--- src/rtl/dct4_pkg.sv ---
// dct4_pkg: shared types, the fixed Q1.7 4x4 DCT coefficient matrix and the
// per-pass round-half-up / saturate helper used by the engine and its MAC.
// No ports; imported by dct4_mac and dct4_engine.
package dct4_pkg;

  typedef enum logic {
    DCT_FWD = 1'b0,
    DCT_INV = 1'b1
  } dct_mode_e;

  typedef enum logic [1:0] {
    LOAD,
    PASS1,
    PASS2,
    DRAIN
  } dct_state_e;

  localparam int COEF_W = 8;
  // Wide enough for 4 products of a 10-bit operand and an 8-bit coefficient.
  localparam int SUM_W  = 32;

  localparam logic signed [COEF_W-1:0] DCT4_C [4][4] = '{
    '{ 8'sd64,  8'sd64,  8'sd64,  8'sd64},
    '{ 8'sd83,  8'sd34, -8'sd34, -8'sd83},
    '{ 8'sd64, -8'sd64, -8'sd64,  8'sd64},
    '{ 8'sd34, -8'sd83,  8'sd83, -8'sd34}
  };

  // Add half an LSB, arithmetic shift by frac, clamp to a signed w-bit range.
  // Every operand is kept signed so >>> stays arithmetic.
  function automatic logic signed [SUM_W-1:0] round_sat(
    input logic signed [SUM_W-1:0] sum,
    input int                      frac,
    input int                      w
  );
    logic signed [SUM_W-1:0] one;
    logic signed [SUM_W-1:0] rnd;
    logic signed [SUM_W-1:0] hi;
    logic signed [SUM_W-1:0] lo;
    one = 1;
    rnd = (sum + (one <<< (frac - 1))) >>> frac;
    hi  = (one <<< (w - 1)) - one;
    lo  = -(one <<< (w - 1));
    if (rnd > hi)      return hi;
    else if (rnd < lo) return lo;
    else               return rnd;
  endfunction

endpackage

--- src/rtl/dct4_mac.sv ---
// dct4_mac: combinational 4-tap signed dot product followed by round/saturate.
// Latency: 0 cycles (pure combinational). Backpressure: none, no state.
// Ports: a0..a3 signed operands, c0..c3 signed Q1.7 coefficients,
//   sel_b selects the clamp width (0 = W_A, 1 = W_B), res is the clamped result.
module dct4_mac
  import dct4_pkg::*;
#(
  parameter int OP_W  = 10,
  parameter int RES_W = 10,
  parameter int FRAC  = 7,
  parameter int W_A   = 10,
  parameter int W_B   = 10
) (
  input  logic signed [OP_W-1:0]   a0,
  input  logic signed [OP_W-1:0]   a1,
  input  logic signed [OP_W-1:0]   a2,
  input  logic signed [OP_W-1:0]   a3,
  input  logic signed [COEF_W-1:0] c0,
  input  logic signed [COEF_W-1:0] c1,
  input  logic signed [COEF_W-1:0] c2,
  input  logic signed [COEF_W-1:0] c3,
  input  logic                     sel_b,
  output logic signed [RES_W-1:0]  res
);

  logic signed [SUM_W-1:0] p0, p1, p2, p3, sum;

  always_comb begin
    p0  = SUM_W'(a0) * SUM_W'(c0);
    p1  = SUM_W'(a1) * SUM_W'(c1);
    p2  = SUM_W'(a2) * SUM_W'(c2);
    p3  = SUM_W'(a3) * SUM_W'(c3);
    sum = p0 + p1 + p2 + p3;
    // Clamped value always fits RES_W, so the truncating cast is lossless.
    res = RES_W'(round_sat(sum, FRAC, sel_b ? W_B : W_A));
  end

endmodule

--- src/rtl/dct4_engine.sv ---
// dct4_engine: 4x4 two-pass integer DCT, forward or inverse per block.
// Latency: last input beat at edge t -> first output valid after edge t+32.
// Backpressure: in_ready high only in LOAD; out_ready low stalls DRAIN, data held.
// Ports: clk, rst_n (async active-low); in_valid/in_ready/in_data/in_mode
//   input stream (mode sampled on beat 0); out_valid/out_ready/out_data/out_last
//   output stream, row-major, out_last on beat 15.
module dct4_engine
  import dct4_pkg::*;
#(
  parameter int DW_IN  = 8,
  parameter int DW_MID = 10,
  parameter int DW_OUT = 10,
  parameter int FRAC   = 7
) (
  input  logic              clk,
  input  logic              rst_n,
  input  logic              in_valid,
  output logic              in_ready,
  input  logic [DW_IN-1:0]  in_data,
  input  logic              in_mode,
  output logic              out_valid,
  input  logic              out_ready,
  output logic [DW_OUT-1:0] out_data,
  output logic              out_last
);

  localparam int OP_W  = (DW_IN > DW_MID) ? DW_IN : DW_MID;
  localparam int RES_W = (DW_MID > DW_OUT) ? DW_MID : DW_OUT;

  dct_state_e state, state_nxt;
  dct_mode_e  mode;
  logic [3:0] cnt;

  // Matrix storage needs no reset: every entry is written before it is read.
  logic signed [DW_IN-1:0]  x_mem [16];
  logic signed [DW_MID-1:0] t_mem [16];
  logic signed [DW_OUT-1:0] r_mem [16];

  logic [1:0] row_i, col_j, c_row;
  logic       load_beat, drain_beat;

  logic signed [OP_W-1:0]   op_a [4];
  logic signed [COEF_W-1:0] op_c [4];
  logic signed [RES_W-1:0]  mac_res;

  assign row_i      = cnt[3:2];
  assign col_j      = cnt[1:0];
  assign load_beat  = (state == LOAD) && in_valid;
  assign drain_beat = (state == DRAIN) && out_ready;

  // Operand select for the shared MAC.
  // Pass 1 walks column j of X; pass 2 walks row i of T.
  // Forward reads coefficient row c_row, inverse reads coefficient column c_row.
  always_comb begin
    c_row = (state == PASS2) ? col_j : row_i;
    for (int k = 0; k < 4; k++) begin
      if (state == PASS2) op_a[k] = OP_W'(t_mem[{row_i, 2'(k)}]);
      else                op_a[k] = OP_W'(x_mem[{2'(k), col_j}]);
      op_c[k] = (mode == DCT_INV) ? DCT4_C[2'(k)][c_row] : DCT4_C[c_row][2'(k)];
    end
  end

  dct4_mac #(
    .OP_W (OP_W),
    .RES_W(RES_W),
    .FRAC (FRAC),
    .W_A  (DW_MID),
    .W_B  (DW_OUT)
  ) u_mac (
    .a0   (op_a[0]),
    .a1   (op_a[1]),
    .a2   (op_a[2]),
    .a3   (op_a[3]),
    .c0   (op_c[0]),
    .c1   (op_c[1]),
    .c2   (op_c[2]),
    .c3   (op_c[3]),
    .sel_b(state == PASS2),
    .res  (mac_res)
  );

  // State register.
  always_ff @(posedge clk or negedge rst_n) begin
    if (!rst_n) state <= LOAD;
    else        state <= state_nxt;
  end

  // Next-state logic; every phase ends when cnt wraps past 15.
  always_comb begin
    state_nxt = state;
    case (state)
      LOAD:    if (in_valid && cnt == 4'd15)   state_nxt = PASS1;
      PASS1:   if (cnt == 4'd15)               state_nxt = PASS2;
      PASS2:   if (cnt == 4'd15)               state_nxt = DRAIN;
      DRAIN:   if (out_ready && cnt == 4'd15)  state_nxt = LOAD;
      default:                                 state_nxt = LOAD;
    endcase
  end

  // Output logic.
  always_comb begin
    in_ready  = (state == LOAD);
    out_valid = (state == DRAIN);
    out_data  = '0;
    out_last  = 1'b0;
    if (state == DRAIN) begin
      out_data = r_mem[cnt];
      out_last = (cnt == 4'd15);
    end
  end

  // Shared element counter and latched block mode.
  always_ff @(posedge clk or negedge rst_n) begin
    if (!rst_n) begin
      cnt  <= '0;
      mode <= DCT_FWD;
    end else begin
      if (load_beat || state == PASS1 || state == PASS2 || drain_beat)
        cnt <= cnt + 4'd1;
      if (load_beat && cnt == 4'd0)
        mode <= dct_mode_e'(in_mode);
    end
  end

  // Matrix writes.
  always_ff @(posedge clk) begin
    if (load_beat)       x_mem[cnt] <= in_data;
    if (state == PASS1)  t_mem[cnt] <= DW_MID'(mac_res);
    if (state == PASS2)  r_mem[cnt] <= DW_OUT'(mac_res);
  end

endmodule

--- config.mk ---
export PLATFORM = sky130hd
export DESIGN_NAME = dct4_engine
export DESIGN_NICKNAME = d
export VERILOG_FILES = /design/src/rtl/dct4_pkg.sv /design/src/rtl/dct4_mac.sv /design/src/rtl/dct4_engine.sv
export SDC_FILE = /design/constraint.sdc
export NUM_CORES = 1
export LEC_CHECK = 0
export ABC_CLOCK_PERIOD_IN_PS = 21200
export BUFFER_PORTS_ARGS = -buffer_cell sky130_fd_sc_hd__buf_2
export CORE_MARGIN = 1
export CORE_UTILIZATION = 40
export CTS_BUF_LIST = sky130_fd_sc_hd__clkbuf_8
export DETAILED_ROUTE_END_ITERATION = 7
export PLACE_DENSITY = 0.6
export SLEW_MARGIN = 10
export SYNTH_ARGS = -nofsm -noshare
export SYNTH_HDL_FRONTEND = slang
export SYNTH_SLANG_ARGS = --single-unit
export TNS_END_PERCENT = 20
--- constraint.sdc ---
create_clock -name clk -period 21.2 [get_ports clk]
set_input_delay 2.12 -clock clk [delete_from_list [all_inputs] [get_ports clk]]
set_output_delay 2.12 -clock clk [all_outputs]
set_load 0.02 [all_outputs]
* Word level (Yosys, flattened, before mapping)
Memory sizes are Yosys's and may differ from the RTL's.
Index checks and enable logic that the tools add are counted.
** Operators by class
- Muxes and demuxes :: 35
- Order comparisons :: 3
- Reduce and logical (&&, ||, !) cells :: 11
- Bitwise logic cells :: 1
- Multipliers :: 4
- Eq/ne operators :: 8
- $add $sub $neg :: 5
** Operator list (count)
- adder 32 bit :: 3
- multiplier 10 x 8 -> 18 bit :: 4
- two-way mux 8 bit :: 9
- two-way mux 10 bit :: 7
- binary-select mux 32 bit (select 2 bit) :: 1
- two-way mux 32 bit :: 2
- binary-select mux 8 bit (select 2 bit) :: 3
- adder 32 x 8 -> 32 bit, second input constant :: 1
- > comparator 25 x 10 -> 1 bit, second input constant :: 1
- less-than comparator 25 x 10 -> 1 bit, second input constant :: 1
- two-way mux 2 bit :: 5
- case mux 2 bit (4 select lines) :: 1
- two-way mux 1 bit :: 7
- logical AND 1 bit :: 5
- adder 4 x 1 -> 4 bit, second input constant :: 1
- == test 2 bit, second input constant :: 2
- == test 4 bit, second input constant :: 1
- zero test 4 bit :: 1
- != test 2 x 1 -> 1 bit, second input constant :: 2
- != test 2 bit, second input constant :: 2
- AND reduction 4 bit :: 1
- >= comparator 3 bit, second input constant :: 1
- logical OR 1 bit :: 3
- NOT 2 -> 3 bit :: 1
- other kinds (2) :: 2
** Storage, ports and cells
- Memory bits (writable) :: 448
- Register bits after elaboration :: 7
- Input bits :: 13
- Memories kept :: 3
** Memory list
- r_mem :: depth 16, bits a word 10, read ports 1, clocked after memory_dff 0, write ports 1, line dct4_engine.sv:37 : logic signed [DW_OUT-1:0] r_mem [16];
- t_mem :: depth 16, bits a word 10, read ports 4, clocked after memory_dff 0, write ports 1, line dct4_engine.sv:36 : logic signed [DW_MID-1:0] t_mem [16];
- x_mem :: depth 16, bits a word 8, read ports 4, clocked after memory_dff 0, write ports 1, line dct4_engine.sv:35 : logic signed [DW_IN-1:0] x_mem [16];

* Depth between registers and ports, before layout
Gate-level depths: netlist of run 1.
- Word-level depth :: 15
- Mapped depth :: 33
- Gate-level depth less buffers :: 32

* Cells and area by module
Synthesis of run 1 repeated with hierarchy kept, for this count alone.
** Unflattened totals
- Cells, all modules :: 2309
- Area total of the unflattened synthesis :: 31715.4 sq um
** By module, submodules not included
- dct4_engine :: cells an instance 863, seq. area each 13628.1 sq um, instances 1, area each 17873.4 sq um
- dct4_mac :: cells an instance 1446, seq. area each 0.0 sq um, instances 1, area each 13842.0 sq um

* Worst setup path after synthesis of run 1
Ideal clock, no wire load.
- Kind :: register -> register
- Start :: reg state[0]
- End :: mem r_mem[0][3] (data pin)
- Buffers on the path :: 1
- Stages on the path, launching flop included :: 33
- Arrival :: 7.317 ns
- Setup slack :: 13.549 ns
- Cells stage by stage :: dfrtp_1 inv_1 ha_1 buf_2 mux2i_1 inv_1 ha_1 nor2b_1 a21oi_1 nor2_1 ha_1 inv_1 fa_1 inv_1 ha_1 inv_1 fa_1 inv_1 ha_1 nor3b_1 nor2_1 xnor2_1 xnor2_1 xnor2_1 xnor2_1 ha_1 ha_1 nand3_1 o41ai_4 nand4b_4 and4bb_4 o21ai_4 a21oi_1
** Between the ends
- Cells in the longest elaborated chain, start to end :: 15
** RTL lines
- from (decl) :: line dct4_engine.sv:30 : dct_state_e state, state_nxt;
- from (signal assigned) :: line dct4_engine.sv:85 : else state <= state_nxt;
- == test 2 bit (*) :: line dct4_engine.sv:55, dct4_engine.sv:57
- two-way mux 2 bit :: line dct4_engine.sv:55 : c_row = (state == PASS2) ? col_j : row_i;
- NOT 2 -> 3 bit
- binary-select mux 32 bit (select 2 bit) / binary-select mux 8 bit (select 2 bit) (equally long branches)
- two-way mux 32 bit (implied by the code) / two-way mux 8 bit (equally long branches) (2 in a row) :: line dct4_engine.sv:59 : op_c[k] = (mode == DCT_INV) ? DCT4_C[2'(k)][c_row] : DCT4_C[c_row][2'(k)];
- two-way mux 8 bit :: line dct4_engine.sv:59
- multiplier 10 x 8 -> 18 bit, on equally long branches :: line dct4_mac.sv:29, dct4_mac.sv:30
- adder 32 bit (2 in a row) :: line dct4_mac.sv:33 : sum = p0 + p1 + p2 + p3;
- adder 32 bit (*) :: line dct4_mac.sv:33
- adder 32 x 8 -> 32 bit (*) :: line dct4_pkg.sv:41 : rnd = (sum + (one <<< (frac - 1))) >>> frac;
- less-than comparator 25 x 10 -> 1 bit :: line dct4_pkg.sv:45 : else if (rnd < lo) return lo;
- two-way mux 10 bit :: line dct4_pkg.sv:45
- two-way mux 10 bit (*) :: line dct4_pkg.sv:44 : if (rnd > hi) return hi;
- via mac_res[3] :: line dct4_engine.sv:44 : logic signed [RES_W-1:0] mac_res;
- to (decl) :: line dct4_engine.sv:37
Mark *: on every way through the listed nets, which the timed path passes. The rest lies on a longest branch. The select of a mux whose other input is x is not followed.

* Worst setup path after layout of run 1
- Start :: reg state[0]
- End :: mem r_mem[6][2] (data pin)
Same word-level chain as after synthesis.

==> key figures, run 1 <==
Placed design
  • Port Buffers: 25
  • GPL Wtd Cong: around 0.78
  • Dpl hpwl: slightly above 20000 um

Detailed routing
  • Total wire length: 30900 um
  • DRT Pass-1 Iters: 6
  • Routed via count: between 7k and 8k
  • Iter 0 DRT Violations: between 500 and 600
  • Avg WL per Cell: about 21 um
  • DRC violations left: 2
  • Post-route ant nets: 0
  • Drt via density: ~5.3

Final layout
  • FF+latch area: 8830 sq um
  • Syn-to-layout area delta: 11.0%
  • Number of diodes: 0
  • Footprint of the multi-input gates: roughly 5400 sq um
  • Final net count: approximately 1.1k
  • Fillcell total: roughly 3.1k
  • Share of cells above drive strength 1: between 20% and 30%

Setup path
  • Worst Setup End Kind: flop
  • CP max FO: 16
  • Reg2Reg Setup Slack: 12.02 ns
  • Top delay family on crit path: adder cells
  • Crit path arrival time: 9.57 ns
  • Buf/Inv on CP: 7
  • Worst setup SP type: flop
  • Highest-delay cell along the critical path: nor2b_1
  • Worst Path Required: between 20 and 25 ns
  • Crit path largest cell delay: slightly above 0.7 ns
  • Critical setup path kind: reg2reg

CTS
  • Clock Path Buffers: 3
  • PostCTS Resize Cnt: 0
  • CTS Hold Bufs: 0
  • Clock Sink Count: about 300
  • Root buffer cell: clkbuf_8
  • CTS HTree Levels: 2
  • CTS tree: yes
  • Reg clk slew, reported paths: ~0.06 ns
  • Total CTS buffers: 48
  • Post-CTS setup buffer count: 0
  • Clock latency on the worst-skew pair: ~0.56 ns

Floorplanning
  • Boundary Pins: 26
  • Die height: 193 um
  • Core area: 35700 sq um
  • Die footprint: 37200 sq um
  • Row cnt: between 60 and 70
  • Die width: between 150 and 200 um
  • Starting Density: between 40% and 50%

Global routing
  • Met1 Use GR: between 20% and 30%
  • GRT Max-Usage Layer: met2
  • Global Route Usage Sum: between 15 and 20%
  • First-pass GRT wire length: 48000 um
  • Number of global-route vias before repair: roughly 8.0k
  • Met3 Usage GRT: ~3.1%
  • GR Layer Usage met2: ~30%
  • Initial antenna violation count: 0
  • Grt ovf: 0
  • Largest net degree at the start of global routing: between 60 and 70

Outcome
  • Status: finished, violations left
  • Failing checks: design-rule violations

Timing
  • Max Slew Vio Count: 0
  • Fmax: ~110 MHz
  • Max-slew headroom: about a quarter
  • RSZ-0062 raised after global routing: no
  • Final Setup Violations: 0
  • Final Skew: 0.0406 ns
  • Final Hold Fails: 0
  • Fin crit period: between 9 and 10 ns
  • Setup TNS Final: 0 ns
  • Period utilization: approximately 43%
  • Worst slew pin tran: ~1.1 ns

Synth
  • Largest area contributor in the netlist: edfxtp_1
  • Synth Area in Simple Gates: approximately 5.9%
  • Top_reg_cell synth: edfxtp_1
  • Largest family of logic cells by synthesized area: multiplexers
  • Sequential area share after synthesis: between 60% and 70%
  • EDFF count, synth: 288
  • Mapped cell area: 14600 sq um
  • Top-count cell post-synth: edfxtp_1
  • Syn Inst Count: around 890
  • Post-synth top cells: edfxtp_1, nor2_1, mux4_2, ha_1, inv_1
  • Compound-Gate Fraction of Synth Area: about 3.5%
  • Post-Syn Area per Cell: 16.4 sq um
  • Synth warnings: 0
  • Ranking of synthesized cells by area: edfxtp_1, mux4_2, ha_1
  • Post-Synth Adder-Cell Area: 11.3%
  • Yosys top cell area share: between 50% and 60%
  • Synth Net Count: 1009
  • FF+latch count, synth: about 300
  • Asr flop ratio synth: 2.37%
  • Post-Synth XOR/XNOR Area: ~2.3%
  • Unique masters post-synth: slightly above 60
  • Post-synthesis mux area share: roughly 14%

Hold path
  • Hold crit path type: reg2reg

Run
  • Max Cap Violations: 0
[placed cells by master (no fill, tap or decap), drive strengths merged, types with 3 or more instances in the layout]
master,netlist,routed
a21o,8,8
mux2i,16,16
and3,10,10
mux4,78,78
nand2b,8,8
fa,39,39
nor2b,6,6
nand3,4,4
a21oi,19,19
a211o,3,3
o21ai,13,13
o22ai,3,3
xor2,6,6
edfxtp,288,288
nor2,92,92
mux2,7,7
ha,69,69
and2,13,13
a221oi,3,3
inv,69,91
buf,19,51
clkbuf,13,49
or2,7,7
dfrtp,7,7
nand2,22,22
nor3,5,5
xnor2,31,31
clkinv,0,11
[per-layer routing]
layer  up-vias  share of wire [%]
met5         -                  0
met4         0                2.0
met3        45                4.8
met2       170                 50
met1      3927                 43
li1       3497                  -
[cell families (layout without fill, tap and decap cells)]
family,after synthesis,in the layout
AND/OR/NAND/NOR,178,178
XOR/XNOR,37,37
buffers and inverters,101,203
AO/OA/AOI/OAI,68,68
flip-flops,295,295
multiplexers,101,101
adder cells (fa/ha/maj),108,108
[final cells by class]
cell class	instances	area share [%]
flip-flops and latches	295	54.6
multi-input cells	492	33.2
clock buffers	49	4.17
well taps	461	3.57
repair buffers	51	1.98
inverters	69	1.60
clock inverters	34	0.867
[state kept, by name, summed over array words and instances (netlist names)]
name / count
t_mem: 68
mode: 1
x_mem: 60
state: 2
r_mem: 160
cnt: 4
[per-stage QoR]
stage,area (sq um),hold WS (ns),setup WS [ns],util (%),std cells
after floorplan,14600,0.595,13.55,-,888
after global placement,15300,0.629,12.07,42.9,1368
after detailed placement,15300,0.643,11.65,42.9,1368
after CTS,16200,0.659,11.61,45.2,1451
after global routing,16200,0.719,11.11,45.2,1451
final,16200,0.666,12.02,45.2,1451
[worst paths after layout]
kind / from / end / cells after the start
max in group asynchronous: rst_n / cnt[0]$_DFFE_PN0P_ / 1
min in group asynchronous: rst_n / mode$_DFFE_PN0P_ / 1
min: state[1]$_DFFE_PN0P_ / state[1]$_DFFE_PN0P_ / 2
max reg2reg: state[0]$_DFFE_PN0P_ / r_mem[6][2]$_DFFE_PP_ / 33
min reg2reg: state[1]$_DFFE_PN0P_ / state[1]$_DFFE_PN0P_ / 2
max: state[0]$_DFFE_PN0P_ / r_mem[6][2]$_DFFE_PP_ / 33
[worst register-to-register path: cells and delay by family (launching register included)]
family / cells / cell delay (ns)
buffers and inverters: 7 / 1.14
AO/OA/AOI/OAI: 4 / 1.30
AND/OR/NAND/NOR: 9 / 2.30
adder cells (fa/ha/maj): 8 / 3.05
multiplexers: 1 / 0.22
flip-flops: 1 / 0.40
XOR/XNOR: 4 / 0.58
Power of run 1 is left out: the tool's default activity adds up to more than one toggle a clock period on the data nets, which glitch-free logic cannot reach.
==> run 2, diff against run 1 <==
--- a/config.mk
+++ b/config.mk
@@ -5,13 +5,13 @@
 export SDC_FILE = /design/constraint.sdc
 export NUM_CORES = 1
 export LEC_CHECK = 0
-export ABC_CLOCK_PERIOD_IN_PS = 21200
+export ABC_CLOCK_PERIOD_IN_PS = 7900
 export BUFFER_PORTS_ARGS = -buffer_cell sky130_fd_sc_hd__buf_2
 export CORE_MARGIN = 1
 export CORE_UTILIZATION = 40
 export CTS_BUF_LIST = sky130_fd_sc_hd__clkbuf_8
 export DETAILED_ROUTE_END_ITERATION = 7
-export PLACE_DENSITY = 0.6
+export PLACE_DENSITY = 0.62
 export SLEW_MARGIN = 10
 export SYNTH_ARGS = -nofsm -noshare
 export SYNTH_HDL_FRONTEND = slang
==> constraint.sdc (replaced) <==
create_clock -name clk -period 7.9 [get_ports clk]
set_input_delay 0.79 -clock clk [delete_from_list [all_inputs] [get_ports clk]]
set_output_delay 0.79 -clock clk [all_outputs]
set_load 0.02 [all_outputs]
==> key figures, run 2 (synthesis gave the netlist of run 1 again) <==
Setup path
  • Reg2Reg Setup Slack: 0.58 ns
  • CP max FO: 24
  • Worst Path Required: 8.27 ns
  • Crit path arrival time: approximately 7.7 ns
  • Worst setup SP type: flop
  • Critical setup path kind: reg2reg
  • Setup crit end: t_mem[0][6]$_DFFE_PP_
  • Crit path largest cell delay: 0.54 ns
  • Worst r2r dst: t_mem[0][6]$_DFFE_PP_
  • Highest-delay cell along the critical path: fa_1
  • Worst Setup End Kind: flop
  • RR Startpoint: state[0]$_DFFE_PN0P_
  • Setup crit start: state[0]$_DFFE_PN0P_
  • FF-to-FF path depth: 34

Timing
  • Fmax: between 100 and 150 MHz
  • Period utilization: roughly 90%
  • RSZ-0062 raised after global routing: yes
  • Worst slew pin tran: between 1 and 1.5 ns
  • Setup TNS Final: 0 ns
  • Final Hold Fails: 0
  • Final Skew: 0.0258 ns
  • Fin crit period: roughly 7.3 ns
  • Max-slew headroom: a little under a quarter
  • Final Setup Violations: 0
  • Max Slew Vio Count: 0

Global routing
  • Global Route Usage Sum: a little under a fifth
  • Grt ovf: 0
  • Number of global-route vias before repair: just over 8k
  • Initial antenna violation count: 1
  • Largest net degree at the start of global routing: 45
  • First-pass GRT wire length: approximately 49000 um

Placed design
  • GPL Wtd Cong: approximately 0.83
  • Placed cells: 1386
  • Dpl hpwl: ~22000 um
  • Port Buffers: 25

Final layout
  • Final net count: approximately 1.1k
  • Commonest non-fill, non-tap cell in the layout: edfxtp_1
  • Core Util, Final: 45.8%
  • Most frequent cells in the layout: edfxtp_1, nor2_1, inv_1, mux4_2, ha_1
  • Share of cells above drive strength 1: 24.6%
  • Syn-to-layout area delta: 12.3%
  • Largest register FFs: 160
  • Register with the highest flop count: r_mem
  • Final cell count without fillers: about 1.5k
  • Top flop regs: r_mem: 160 flops, t_mem: 68 flops, x_mem: 60 flops
  • Number of diodes: 0

CTS
  • Reg clk slew, reported paths: roughly 0.06 ns
  • Post-CTS setup buffer count: 0
  • CTS tree: yes
  • Root buffer cell: clkbuf_8
  • Total CTS buffers: 46
  • CTS HTree Levels: 2
  • Clock Sink Count: around 300
  • CTS Hold Bufs: 0
  • Clock latency on the worst-skew pair: ~0.56 ns
  • PostCTS Resize Cnt: 0
  • Clock Path Buffers: 3

Run
  • Max Cap Violations: 0

Floorplanning
  • Die footprint: around 37000 sq um
  • Row cnt: slightly below 70
  • Core area: about 36000 sq um
  • Die width: ~190 um
  • Die height: a little under 200 um
  • Boundary Pins: 26
  • Starting Density: just over 40%

Outcome
  • Failing checks: design-rule violations
  • Status: finished, violations left

Detailed routing
  • Routed via count: about 8k
  • Iter 0 DRT Violations: approximately 540
  • DRC violations left: 2
  • Drt via density: 5.37
  • DRT Pass-1 Iters: 8
  • Avg WL per Cell: roughly 22 um
  • Post-route ant nets: 0
  • Total wire length: 32100 um

Hold path
  • Hold crit path type: in2async
[run 2: cell count changes in the layout (fill, tap and decap cells not counted), moves of 2 or more]
cell	delta
buf_4	+15
inv_1	-9
nor2_1	-6
nor2_2	+6
clkinv_1	+4
clkinv_2	+4
buf_6	+3
clkbuf_8	-2
[run 2: cell type report]
| type | count | area (sq um) |
|---|---|---|
| Timing Repair Buffer | 69 | 467 |
| Fill cell | 3130 | 19400 |
| Multi-Input combinational cell | 492 | 5400 |
| Clock buffer | 47 | 647 |
| Tap cell | 461 | 577 |
| Inverter | 69 | 259 |
| Sequential cell | 295 | 8830 |
| Clock inverter | 35 | 179 |
[run 2: stage by stage]
| step | setup WS (ns) | area, sq um | hold WS (ns) |
|---|---|---|---|
| floorplan | 0.249 | 14600 | 0.494 |
| global placement | 0.350 | 15500 | 0.631 |
| detailed placement | 0.106 | 15500 | 0.649 |
| CTS | 0.0776 | 16300 | 0.0701 |
| global route | -0.0251 | 16400 | 0.0702 |
| finish | 0.582 | 16400 | 0.0886 |
[run 2: worst max-delay path, delay by kind of cell, from the launching register on]
| family | cells | cell delay (ns) |
|---|---|---|
| adder cells (fa/ha/maj) | 8 | 2.73 |
| AO/OA/AOI/OAI | 4 | 0.70 |
| AND/OR/NAND/NOR | 9 | 1.56 |
| XOR/XNOR | 4 | 0.61 |
| multiplexers | 1 | 0.12 |
| flip-flops | 1 | 0.40 |
| buffers and inverters | 8 | 0.99 |
[run 2: worst min path at each step]
stage	slack [ns]	endpoint	start	depth (start not counted)
2_1_floorplan	0.49	cnt[0]$_DFFE_PN0P_	rst_n	0
3_3_place_gp	0.63	state[1]$_DFFE_PN0P_	state[1]$_DFFE_PN0P_	2
3_5_place_dp	0.65	state[1]$_DFFE_PN0P_	state[1]$_DFFE_PN0P_	2
4_1_cts	0.07	mode$_DFFE_PN0P_	rst_n	1
5_1_grt	0.07	mode$_DFFE_PN0P_	rst_n	1
6_report	0.09	mode$_DFFE_PN0P_	rst_n	1
[run 2: per-layer routing]
layer	vias up	global-route usage, %	wire [um]
li1	3529	-	-
met1	4053	25.2	14200
met2	232	29.7	15500
met3	63	2.55	1640
met4	0	5.69	802
met5	-	0	0
Power of run 2 is left out for the same reason.
